--- config.mk ---
export PLATFORM = sky130hd
export DESIGN_NAME = apb_snn_cfg_slave
export DESIGN_NICKNAME = d
export VERILOG_FILES = /design/src/rtl/apb_snn_cfg_slave.sv
export SDC_FILE = /design/constraint.sdc
export NUM_CORES = 1
export LEC_CHECK = 0
export BUFFER_PORTS_ARGS = -buffer_cell sky130_fd_sc_hd__buf_2
export CORE_MARGIN = 3
export CORE_UTILIZATION = 37
export CTS_CLUSTER_SIZE = 25
export DETAILED_ROUTE_END_ITERATION = 6
export PLACE_DENSITY_LB_ADDON = 0.1
export SLEW_MARGIN = 20
export SYNTH_ARGS = -nofsm -noshare
export SYNTH_HDL_FRONTEND = slang
export SYNTH_SLANG_ARGS = --single-unit
export TNS_END_PERCENT = 1
--- constraint.sdc ---
create_clock -name clk -period 4.67 [get_ports clk]
set_clock_uncertainty 0.05 [all_clocks]
set_input_delay 0.2335 -clock clk [delete_from_list [all_inputs] [get_ports clk]]
set_output_delay 0.2335 -clock clk [all_outputs]
set_load 0.05 [all_outputs]
--- src/rtl/apb_snn_cfg_slave.sv ---
// APB completer for the SNN core configuration/status register bank.
// Programmable wait states on PREADY; exports config fields and a start pulse,
// collects busy/done/spike events from the core.
// Optional: define SNN_APB_PSLVERR_EN to add the pslverr response output.
module apb_snn_cfg_slave #(
  parameter logic [31:0] BASE_ADDR   = 32'h0000_0000,
  parameter int unsigned WAIT_STATES = 0,
  parameter logic [15:0] THR_RST     = 16'h0100
) (
  input  logic        clk,
  input  logic        rst,
  input  logic        psel,
  input  logic        penable,
  input  logic        pwrite,
  input  logic [31:0] paddr,
  input  logic [31:0] pwdata,
  output logic [31:0] prdata,
  output logic        pready,
  input  logic        spike_in,
  input  logic        busy_in,
  input  logic        done_in,
  output logic        cfg_enable,
  output logic        cfg_start,
  output logic [15:0] cfg_threshold,
  output logic [7:0]  cfg_leak
`ifdef SNN_APB_PSLVERR_EN
  ,
  output logic        pslverr
`endif
);

  typedef enum logic [1:0] {ST_IDLE, ST_WAIT, ST_READY} state_e;

  localparam logic [3:0] WS_LAST = 4'(WAIT_STATES - 1);

  state_e      state_q, state_d;
  logic [3:0]  wcnt_q, wcnt_d;
  logic        enable_q, enable_d;
  logic        start_q, start_d;
  logic [15:0] thr_q, thr_d;
  logic [7:0]  leak_q, leak_d;
  logic [31:0] spike_cnt_q, spike_cnt_d;
  logic        done_q, done_d;
  logic [31:0] scratch_q, scratch_d;

  logic        hit;
  logic [5:0]  off;
  logic        sel_ctrl, sel_status, sel_thr, sel_leak, sel_spk, sel_scratch, mapped;
  logic        wr, soft_clr, w1c;
  logic [31:0] rdata;
  logic        unused_paddr;

  assign hit          = (paddr[31:8] == BASE_ADDR[31:8]);
  assign off          = paddr[7:2];
  assign unused_paddr = ^paddr[1:0];

  assign sel_ctrl    = (off == 6'h00);
  assign sel_status  = (off == 6'h01);
  assign sel_thr     = (off == 6'h02);
  assign sel_leak    = (off == 6'h03);
  assign sel_spk     = (off == 6'h04);
  assign sel_scratch = (off == 6'h05);
  assign mapped      = hit && (off <= 6'h05);

  // Transfer FSM: IDLE -> [WAIT x WAIT_STATES] -> READY -> IDLE
  always_comb begin
    state_d = state_q;
    wcnt_d  = wcnt_q;
    case (state_q)
      ST_IDLE: begin
        if (psel && penable) begin
          wcnt_d  = '0;
          state_d = (WAIT_STATES > 0) ? ST_WAIT : ST_READY;
        end
      end
      ST_WAIT: begin
        if (!psel)                  state_d = ST_IDLE;
        else if (wcnt_q == WS_LAST) state_d = ST_READY;
        else                        wcnt_d  = wcnt_q + 4'd1;
      end
      ST_READY: state_d = ST_IDLE;
      default:  state_d = ST_IDLE;
    endcase
  end

  // Register updates: writes commit on the edge ending READY; core events every cycle
  always_comb begin
    wr       = (state_q == ST_READY) && psel && pwrite && hit;
    soft_clr = wr && sel_ctrl && pwdata[2];
    w1c      = wr && sel_status && pwdata[1];

    enable_d  = (wr && sel_ctrl) ? pwdata[0] : enable_q;
    start_d   = wr && sel_ctrl && pwdata[1];
    thr_d     = (wr && sel_thr) ? pwdata[15:0] : thr_q;
    leak_d    = (wr && sel_leak) ? pwdata[7:0] : leak_q;
    scratch_d = (wr && sel_scratch) ? pwdata : scratch_q;

    // A coincident done_in beats both soft_clear and W1C
    if (done_in)             done_d = 1'b1;
    else if (soft_clr || w1c) done_d = 1'b0;
    else                     done_d = done_q;

    // soft_clear beats a coincident spike; the counter saturates
    if (soft_clr)                          spike_cnt_d = '0;
    else if (spike_in && spike_cnt_q != '1) spike_cnt_d = spike_cnt_q + 32'd1;
    else                                   spike_cnt_d = spike_cnt_q;
  end

  // Read data mux, driven onto the bus only during the READY cycle of a read
  always_comb begin
    rdata = '0;
    if (hit) begin
      case (off)
        6'h00:   rdata = {31'b0, enable_q};
        6'h01:   rdata = {30'b0, done_q, busy_in};
        6'h02:   rdata = {16'b0, thr_q};
        6'h03:   rdata = {24'b0, leak_q};
        6'h04:   rdata = spike_cnt_q;
        6'h05:   rdata = scratch_q;
        default: rdata = '0;
      endcase
    end
    prdata = ((state_q == ST_READY) && !pwrite) ? rdata : '0;
  end

  assign pready        = (state_q == ST_READY);
  assign cfg_enable    = enable_q;
  assign cfg_start     = start_q;
  assign cfg_threshold = thr_q;
  assign cfg_leak      = leak_q;

`ifdef SNN_APB_PSLVERR_EN
  assign pslverr = (state_q == ST_READY) &&
                   (!mapped || (pwrite && (sel_status || sel_spk)));
`else
  logic unused_mapped;
  assign unused_mapped = mapped;
`endif

  // State and register bank flops
  always_ff @(posedge clk or posedge rst) begin
    if (rst) begin
      state_q     <= ST_IDLE;
      wcnt_q      <= '0;
      enable_q    <= 1'b0;
      start_q     <= 1'b0;
      thr_q       <= THR_RST;
      leak_q      <= 8'h01;
      spike_cnt_q <= '0;
      done_q      <= 1'b0;
      scratch_q   <= '0;
    end else begin
      state_q     <= state_d;
      wcnt_q      <= wcnt_d;
      enable_q    <= enable_d;
      start_q     <= start_d;
      thr_q       <= thr_d;
      leak_q      <= leak_d;
      spike_cnt_q <= spike_cnt_d;
      done_q      <= done_d;
      scratch_q   <= scratch_d;
    end
  end

endmodule

==> results.py <==
metrics = {
    "yosys": {
        "yosys-mux-area-fraction_pct": 14.30,
        "post-synth-top-count-cell": "dfrtp_1",
        "ys_ff_latch": 92,
        "synth_warnings": 0,
        "yosys.area_share.simple_pct": 17.65,
        "synth_top_family_by_area": "simple AND/OR/NAND/NOR gates",
        "synth_edf_count": 0,
        "syn_nets": 520,
        "synth_xor_area_share_pct": 0.7445,
        "seq_area_frac_synth_pct": 48.98,
        "async_flop_share_pct": 100.0,
        "synth_top_area_share_pct": 47.86,
        "syn_area_um2": 4706,
        "synth_compound_area_share_pct": 14.68,
        "synth_cell_types": 51,
        "synth_area_per_cell_um2": 10.53,
        "synthCells": 447,
        "synth_area_leaders": "dfrtp_1, mux2_2, a21oi_1",
        "ys.flop_type": "dfrtp_1",
        "synth_common_cells": "dfrtp_1, mux2_2, nor2_1",
        "yosys.area.top_type": "dfrtp_1",
        "synthAdderAreaFrac_pct": 0.2659,
    },
    "timing": {
        "slew_headroom_pct": 33.17,
        "max_clock_freq_ghz": 0.3228,
        "worst_pin_slew_ns": 1.000,
        "period_needed_ns": 3.097,
        "fin_crit_sh_pct": 66.33,
        "hold_viol_final": 0,
        "tns_ns": 0,
        "slew_violations": 0,
        "finalSetupViolations": 0,
        "rsz0062_at_grt": "false",
    },
    "route": {
        "wl_per_cell_um": 17.09,
        "routed-via-count": 4038,
        "vias_per_cell": 5.472,
        "final_antenna_net_count": 0,
        "drc_errors": 0,
        "first_pass_iters": 5,
        "drtIter0Drc": 353,
        "routed_wl_um": 12610,
    },
    "place": {
        "io_buffers": 128,
        "dpl_cell_area_um2": 5493,
        "hpwl_um": 8560,
        "globalplace.congestion": 0.7859,
    },
    "die": {
        "start_util_pct": 38.53,
        "die_w_um": 118.8,
        "ios": 131,
        "rows": 40,
        "dieHeight_um": 118.8,
        "core_um2": 12210,
        "dieArea_um2": 14110,
    },
    "clocking": {
        "cts_root_buffer": "clkbuf_16",
        "h-tree-depth": 3,
        "clk_latency_ns": 0.35,
        "cts.reportedPaths.clkPinSlew_ns": 0.07,
        "tritoncts": "built",
        "clk_path_buf_depth": 2,
        "cts_num_sinks": 92,
        "cts_buffers": 9,
        "post-cts-setup-buffers": 0,
    },
    "setup_path": {
        "timing.rr.start": "state_q[1]",
        "worstSetupPathType": "register to primary output",
        "r2r_cells": 5,
        "r2r_end": "scratch_q[17]",
        "rrSetupSlack_ns": 2.00,
        "critPathLaunchType": "register",
        "cp_max_fo": 18,
        "cp-end-kind": "primary output",
        "critPathRequiredTime_ns": 4.39,
        "arrival_ns": 2.81,
    },
    "hold_path": {
        "min_to": "done_q",
        "hold_start": "done_in",
        "hold_path_depth": 2,
        "hold_path_class": "input pin to register",
    },
    "pwr": {
        "cellLeakagePower_uw": 0.002672,
        "powerDensity_nw_per_um2": 324.2,
        "max-vdd-ir-drop_v": 0.0001682,
    },
    "global_routing": {
        "grt_usage_pct": 18.62,
        "overflow": 0,
        "grt_max_degree": 48,
        "grt_pass1_wl_um": 21290,
        "grt_pass1_vias": 4226,
        "antenna_found_initial": 0,
    },
    "finish": {
        "n_antenna_cell": 0,
        "finalNetCount": 638,
        "synthToLayoutAreaGrowth_pct": 23.69,
        "drive_gt1_share_pct": 38.95,
        "final_area_um2": 5821,
    },
    "outcome": {
        "status": "finished, final reports clean",
    },
    "job": {
        "cap_violations": 0,
    },
}
## area by class of cell
class,instances,area (um^2)
Inverter,11,43.79
Multi-Input combinational cell,317,2256
Timing Repair Buffer,134,688.2
Clock inverter,5,75.07
Sequential cell,92,2305
Tap cell,168,210.2
Fill cell,1233,6391
Clock buffer,11,242.7
## power breakdown
| part | internal [uW] | switching [uW] |
|---|---|---|
| Sequential | 841 | 81.7 |
| Combinational | 78.0 | 101 |
| Clock | 481 | 304 |
| Total | 1400 | 487 |
## registers in the layout, summed over array words and instances (netlist names)
register and flops:
scratch_q 32, spike_cnt_q 32, cfg_threshold 16, cfg_leak 8, cfg_enable 1, cfg_start 1
done_q 1, state_q 1
## layout by cell type (no fill, tap or decap), drive strengths merged, types with 3 or more instances in the layout
master	synthesis	final
inv	11	11
nor2	37	37
nor4	12	12
buf	8	133
a22oi	20	20
nor2b	4	4
and2	3	3
and3	6	6
nor3	6	6
clkinv	0	3
or3	14	14
nand4	7	7
clkbuf	19	11
and4	3	3
nand3	15	15
a222oi	14	14
dfrtp	90	90
nand2	24	24
or4	13	13
a21oi	31	31
mux2	58	58
o31ai	10	10
o21ai	14	14
## cell families (layout without fill, tap and decap cells)
group / Yosys count / after routing
adders and majority gates: 1 / 1
DFF: 92 / 92
buffers and inverters: 38 / 161
muxes: 60 / 60
and+or+nand+nor: 152 / 152
AOI/OAI and AO/OA: 100 / 100
xor gates and xnor gates: 4 / 4
## worst max-delay path: stages, from the launching register on
cell      delay [ns]
dfrtp_1         0.36
nor4b_1         0.20
and4_1          0.29
nand3b_1        0.55
a21o_1          0.56
a21oi_1         0.22
buf_2           0.29
## routing by layer
| metal | wire length [um] | global-route usage, % | vias up |
|---|---|---|---|
| li1 | - | - | 1944 |
| met1 | 5857 | 24.83 | 1987 |
| met2 | 5977 | 30.02 | 92 |
| met3 | 593 | 4.067 | 15 |
| met4 | 186 | 6.300 | 0 |
| met5 | 0 | 0 | - |
## metrics by stage
stage,util [%],worst slack (ns),power (uW),cells,hold slack [ns]
after detailed placement,44.98,1.641,1116,721,0.3082
after CTS,47.66,1.488,1910,738,0.04551
after global placement,44.97,1.655,1107,721,0.3028
final,47.66,1.573,1887,738,0.05309
after floorplan,-,1.819,1026,447,0.2919
after global routing,47.66,1.310,1981,738,0.05932
## how the worst max path moves through the flow
stage	startpoint	endpoint	slack (ns)
3_5_place_dp	paddr[5]	scratch_q[17]	1.64
6_report	state_q[1]	prdata[2]	1.57
4_1_cts	state_q[1]	prdata[2]	1.49
5_1_grt	state_q[1]	prdata[5]	1.31
2_1_floorplan	state_q[1]	prdata[7]	1.82
3_3_place_gp	paddr[5]	scratch_q[16]	1.65
## what timing repair did
action	4_1_cts	5_1_grt
hold endpoints to repair	45	0
gates resized for setup	0	0
hold buffers	1	0
(Power assumes the default switching activity.)
